**config.mk**
```make
export PLATFORM = sky130hd
export DESIGN_NAME = word_serializer
export DESIGN_NICKNAME = d
export VERILOG_FILES = /design/src/rtl/word_serializer.sv
export SDC_FILE = /design/constraint.sdc
export NUM_CORES = 1
export LEC_CHECK = 0
export BUFFER_PORTS_ARGS = -buffer_cell sky130_fd_sc_hd__buf_4
export CORE_ASPECT_RATIO = 0.75
export CORE_MARGIN = 4
export CORE_UTILIZATION = 25
export DETAILED_ROUTE_END_ITERATION = 6
export PLACE_DENSITY = 0.47
export SLEW_MARGIN = 15
export SYNTH_ARGS = -nofsm -noshare
export SYNTH_HDL_FRONTEND = slang
export SYNTH_SLANG_ARGS = --single-unit
export TNS_END_PERCENT = 100
```
**constraint.sdc**
```tcl
create_clock -name clk -period 1.7 [get_ports clk]
set_input_delay 0.085 -clock clk [delete_from_list [all_inputs] [get_ports clk]]
set_output_delay 0.085 -clock clk [all_outputs]
set_load 0.02 [all_outputs]
```
**src/rtl/word_serializer.sv**
```systemverilog
// word_serializer: WIDTH-bit valid/ready word to bit-serial stream, MSB or LSB first.
// Define WORD_SERIALIZER_PARITY_EN to append an even-parity bit to every frame.
module word_serializer #(
    parameter int WIDTH = 16,
    parameter bit MSB_FIRST = 1
) (
    input  logic             clk,
    input  logic             rst,
    input  logic [WIDTH-1:0] data_in,
    input  logic             data_valid,
    output logic             data_ready,
    input  logic             bit_en,
    output logic             bit_out,
    output logic             bit_valid,
    output logic             frame_start,
    output logic             busy
);
    localparam int CW = $clog2(WIDTH + 1);
`ifdef WORD_SERIALIZER_PARITY_EN
    typedef enum logic [1:0] {IDLE, SHIFT, PAR} state_t;
`else
    typedef enum logic [0:0] {IDLE, SHIFT} state_t;
`endif
    state_t           state_q, state_d;
    logic [WIDTH-1:0] sreg_q, sreg_d;
    logic [CW-1:0]    cnt_q, cnt_d;
    logic             bit_out_q, bit_out_d;
    logic             bit_valid_q, bit_valid_d;
    logic             frame_start_q, frame_start_d;
    logic             last, fin, accept, first_bit, next_bit;
`ifdef WORD_SERIALIZER_PARITY_EN
    logic             par_q, par_d;
`endif

    assign last       = state_q == SHIFT && cnt_q == '0;
`ifdef WORD_SERIALIZER_PARITY_EN
    assign fin        = state_q == PAR;
`else
    assign fin        = last;
`endif
    assign data_ready = rst & (state_q == IDLE | (bit_en & fin));
    assign accept     = data_valid & data_ready;
    assign first_bit  = MSB_FIRST ? data_in[WIDTH-1] : data_in[0];
    assign next_bit   = MSB_FIRST ? sreg_q[WIDTH-2] : sreg_q[1];

    always_comb begin
        state_d       = state_q;
        sreg_d        = sreg_q;
        cnt_d         = cnt_q;
        bit_out_d     = bit_out_q;
        bit_valid_d   = bit_valid_q;
        frame_start_d = frame_start_q;
`ifdef WORD_SERIALIZER_PARITY_EN
        par_d         = par_q;
`endif
        if (accept) begin
            state_d       = SHIFT;
            sreg_d        = data_in;
            cnt_d         = CW'(WIDTH - 1);
            bit_out_d     = first_bit;
            bit_valid_d   = 1'b1;
            frame_start_d = 1'b1;
`ifdef WORD_SERIALIZER_PARITY_EN
            par_d         = first_bit;
`endif
        end else if (bit_en && state_q == SHIFT && !last) begin
            sreg_d        = MSB_FIRST ? sreg_q << 1 : sreg_q >> 1;
            cnt_d         = cnt_q - 1'b1;
            bit_out_d     = next_bit;
            frame_start_d = 1'b0;
`ifdef WORD_SERIALIZER_PARITY_EN
            par_d         = par_q ^ next_bit;
`endif
        end else if (bit_en && last) begin
`ifdef WORD_SERIALIZER_PARITY_EN
            state_d       = PAR;
            bit_out_d     = par_q;
            frame_start_d = 1'b0;
        end else if (bit_en && state_q == PAR) begin
`endif
            state_d       = IDLE;
            bit_out_d     = 1'b0;
            bit_valid_d   = 1'b0;
            frame_start_d = 1'b0;
        end
    end

    always_ff @(posedge clk) begin
        if (!rst) begin
            state_q       <= IDLE;
            sreg_q        <= '0;
            cnt_q         <= '0;
            bit_out_q     <= 1'b0;
            bit_valid_q   <= 1'b0;
            frame_start_q <= 1'b0;
`ifdef WORD_SERIALIZER_PARITY_EN
            par_q         <= 1'b0;
`endif
        end else begin
            state_q       <= state_d;
            sreg_q        <= sreg_d;
            cnt_q         <= cnt_d;
            bit_out_q     <= bit_out_d;
            bit_valid_q   <= bit_valid_d;
            frame_start_q <= frame_start_d;
`ifdef WORD_SERIALIZER_PARITY_EN
            par_q         <= par_d;
`endif
        end
    end

    assign bit_out     = bit_out_q;
    assign bit_valid   = bit_valid_q;
    assign frame_start = frame_start_q;
    assign busy        = state_q != IDLE;
endmodule

```
# Word level (Yosys, flattened, before mapping)
# Cells that the tools add are included.
# word_totals
in_bits	20
wordCells	36
reg_bits	23
output_inout_bits	5
# op_classes
reduce_logical	11
eq_ne	1
addsub	1
bitwise	6
mux	11
# op_table
cell	n
2-to-1 mux 15 bit	2
2-to-1 mux 4 bit	2
2-to-1 mux 1 bit	7
zero test 5 bit	1
subtractor 5 x 1 -> 5 bit (second input constant)	1
logical AND 1 bit	4
nonzero test 2 bit	2
bitwise AND 1 bit	3
nonzero test 3 bit	1
inequality test 2 bit (second input constant)	1
NOT 1 bit	2
AND reduction 2 bit	1
OR reduction 2 bit	1
zero test 1 bit	1
OR 1 bit	1

# Depth between registers and ports, before layout
# depth
depth_word	8
mapped_depth	8
ltp_nobuf	6

# Least setup slack after synthesis
# No wires, ideal clock.
# synth_path
path_kind	reg-to-reg
start	reg cnt_q[0]
end	reg sreg_q[13]
path_stages_with_launch	8
n_path_buf	1
required_ps	1580
setup_ps	120
synth_period_minus_slack_ps	1833
path_slack_ps	-133
arrival_ps	1713
path_cell_list	dfxtp_1 > inv_1 > ha_1 > or4b_4 > buf_6 > and3_4 > o21a_1 > o31a_1
# synth_between
elab_chain_cells	7
word_cells_on_any_way	10
classes_between	mux (1); bitwise (4); reduce/logical (5)
# synth_lines
item	line_no	source
start: declaration	26	logic [CW-1:0] cnt_q, cnt_d;
start signal: assignment	102	cnt_q <= cnt_d;
zero test 5 bit *	35	assign last = state_q == SHIFT && cnt_q == '0;
logical AND 1 bit *	35	
bitwise AND 1 bit	41	assign data_ready = rst & (state_q == IDLE | (bit_en & fin));
OR 1 bit	41	
bitwise AND 1 bit	41	
bitwise AND 1 bit	42	assign accept = data_valid & data_ready;
2-to-1 mux 15 bit / nonzero test 2 bit (equally long branches)	-	
end signal: assignment	101	sreg_q <= sreg_d;
end: declaration	25	logic [WIDTH-1:0] sreg_q, sreg_d;
# Mark *: on every way between the ends. The rest lies on a longest branch, timed or not.
# A chain may end at the register's enable or synchronous reset.

# Worst setup path in the final report
# layout_path
start	reg cnt_q[1]
end	reg cnt_q[4]
# layout_between
elab_chain_cells	7
word_cells_on_any_way	10
classes_between	add/sub (1); bitwise (4); reduce/logical (5)
# layout_lines
item	line_no
zero test 5 bit	35
logical AND 1 bit	35
bitwise AND 1 bit	41
OR 1 bit	41
bitwise AND 1 bit	41
bitwise AND 1 bit	42
OR reduction 2 bit (no line)	-
# Several ways; a longest one is shown, not always the timed one.

==> summary.md <==
| Metric | Value |
|---|---|
| FILL cells | 475 |
| Maxcap violations | 0 |
| Skew-Pair Late Insertion Delay | 0.26 ns |
| Final worst slack | -0.04717 ns |
| First-pass GRT wire length | 5237 um |
| Most common cell after layout, fill and taps aside | buf_4 |
| # DRC | 0 |
| Post-synth cell types | 35 |
| Initial Utilization | 0.2597 |
| Least-Margin Pin Slew | 0.3160 ns |
| Area of the core | 0.004467 mm^2 |
| Post-synthesis register bit count | 23 |
| Vias/cell | 4.949 |
| Mapped Area | 0.001160 mm^2 |
| Syn Inst Count | 122 |
| Final setup viols | 18 |
| Fin crit share | 1.028 |
| Post-Syn Nets | 144 |
| CP Data Required Time | 1.91 ns |
| Worst hold-check path type | input pin to register |
| Leak | 0.6792 nW |
| Clock transition at the registers of the reported paths | 0.08 ns |
| Final Slew Violations | 0 |
| Gr usage total | 0.1156 |
| IR drop worst, VDD | 0.3635 mV |
| CP endpoint kind | register |
| ANT cells | 0 |
| Slew HR | 0.7891 |
| Root buffer cell | clkbuf_8 |
| Seq/Total Area, Yosys | 0.3970 |
| Post-route ant nets | 0 |
| EDFF count, synth | 0 |
| CTS sink count | 23 |
| Setup TNS | -0.6667 ns |
| RSZ-0062 raised after global routing | true |
| WL/cell | 14.60 um |
| Die Y-Extent | 66.99 um |
| Minimum hold slack | 0.09110 ns |
| Final core utilization | 0.3633 |
| HPWL after DPL | 2192 um |
| Final hold violations | 0 |
| Syn Area/Cell | 9.507 um^2 |
| Routed wire length | 3140 um |
| Nets | 181 |
| Largest net degree at the start of global routing | 24 |
| Die area | 0.005805 mm^2 |
| TritonRoute pass-1 iters | 4 |
| Yosys warning total | 0 |
| Initial antenna violation count | 0 |
| Rows | 21 |
| Ports | 25 |
| Buffers on Ports | 24 |
| Power density cells | 916.9 mW/mm^2 |
| Max H-tree Level | 1 |
| GRT overflow | 0 |
| Area Growth Syn to Fin | 39.91% |
| Crit path max fanout | 6 |
| Fin area | 0.001623 mm^2 |
| Initial drt markers | 46 |
| Critical path class | register to register |
| Max Fclk | 572.4 MHz |
| Worst Clk Skew | 0.002224 ns |
| Fraction of registers with async set/reset | 0 |
| Startpoint types | register |
| Vias in the first global route | 1154 |
| Failing checks | negative setup slack |
| Placed inst area | 0.001493 mm^2 |
| CTS buffer count | 3 |
| Bufs on Longest Clock Path | 2 |
| Via count | 1064 |
| Top FF cell, synth | dfxtp_1 |
| TritonCTS clock tree | done |
| Outcome | complete, but fails checks |
| Min Tclk post-route | 1.747 ns |
| Layout cell share with drive strength beyond 1 | 0.4937 |
| Die Wd | 86.65 um |
| Worst Path Arrival | 1.96 ns |
| Most frequent cells in the layout | 37 x buf_4, 21 x dfxtp_1, 14 x o21a_1, 12 x o221a_2, 7 x nand2_1 |
| RD Place Congestion | 0.7484 |
## area by class of cell
cell class	count	area [um^2]	share of cell area
clock buffer	3	41.29	0.02544
clock inverter	1	5.005	0.003084
inverter	3	11.26	0.006939
multi-input combinational	85	676.9	0.4171
sequential	23	462.9	0.2853
tap	57	71.32	0.04395
timing repair buffer	43	354.1	0.2182
## path summary, 6_finish.rpt
| check | slack [ns] | startpoint | cells after the start | end |
|---|---|---|---|---|
| max | -0.05 | cnt_q[1]$_SDFFE_PN0P_ | 8 | cnt_q[4]$_SDFFE_PP0N_ |
| min | 0.09 | data_in[8] | 2 | sreg_q[8]$_SDFFE_PN0P_ |
| max reg2reg | -0.05 | cnt_q[1]$_SDFFE_PN0P_ | 8 | cnt_q[4]$_SDFFE_PP0N_ |
| min reg2reg | 0.48 | frame_start$_SDFFE_PN0P_ | 2 | frame_start$_SDFFE_PN0P_ |
## power breakdown
part	switching (mW)	internal, mW
clock network	0.179	0.164
logic	0.210	0.277
registers	0.0493	0.609
total	0.438	1.05
## registers in the layout, indices dropped and copies added (netlist names)
register,flops
cnt_q,5
bit_out,1
sreg_q,15
bit_valid,1
frame_start,1
## metrics by stage
stage | worst slack, ns | total power, mW | instances
floorplan | -0.04610 | 0.9285 | 122
global placement | -0.05634 | 1.072 | 207
detailed placement | -0.1173 | 1.085 | 207
CTS | -0.06342 | 1.483 | 214
global route | -0.1398 | 1.575 | 215
finish | -0.04717 | 1.488 | 215
## critical path, cell delays in order, from the launching register on
cell and delay [ns]:
dfxtp_2 0.33, inv_2 0.08, ha_4 0.13, or4b_4 0.51, buf_6 0.16, buf_6 0.11
nand4_1 0.10, xnor2_1 0.12, and3_1 0.16
## timing repair
item / in CTS / in global routing
buffers inserted: 3 / 1
resized for setup: 11 / 6
setup endpoints to repair: 16 / 21
pin swaps: 9 / 8
hold buffers: 0 / 0
## cells by family (layout without fill, tap and decap cells)
family                     count (synthesis)  after routing  synth area share
buffers and inverters                     14             50           0.06688
AOI/OAI and AO/OA                         47             47            0.3182
muxes                                      2              2           0.01834
and+or+nand+nor                           31             31            0.1553
DFF                                       23             23            0.3970
adders and majority gates                  2              2           0.02157
xor gates and xnor gates                   3              3           0.02266
## cells in the mapped netlist, types with 3 or more instances
library cell,instances,area [um^2]
dfxtp_1,23,460.4
o21ai_0,6,30.03
a21oi_1,6,30.03
nand3_1,3,15.01
clkbuf_1,5,18.77
and2_1,3,18.77
inv_1,3,11.26
o21a_1,14,105.1
o221a_2,12,135.1
nor2_1,7,26.28
nand2_1,7,26.28
## per-layer routing
metal,up-vias,part of all wire,global-route usage
met3,4,0.064,0.03956
met4,0,0.0086,0.03113
met2,34,0.44,0.1870
met5,-,0,0
li1,520,-,-
met1,506,0.49,0.1460
Power figures use the tool's default switching activity.
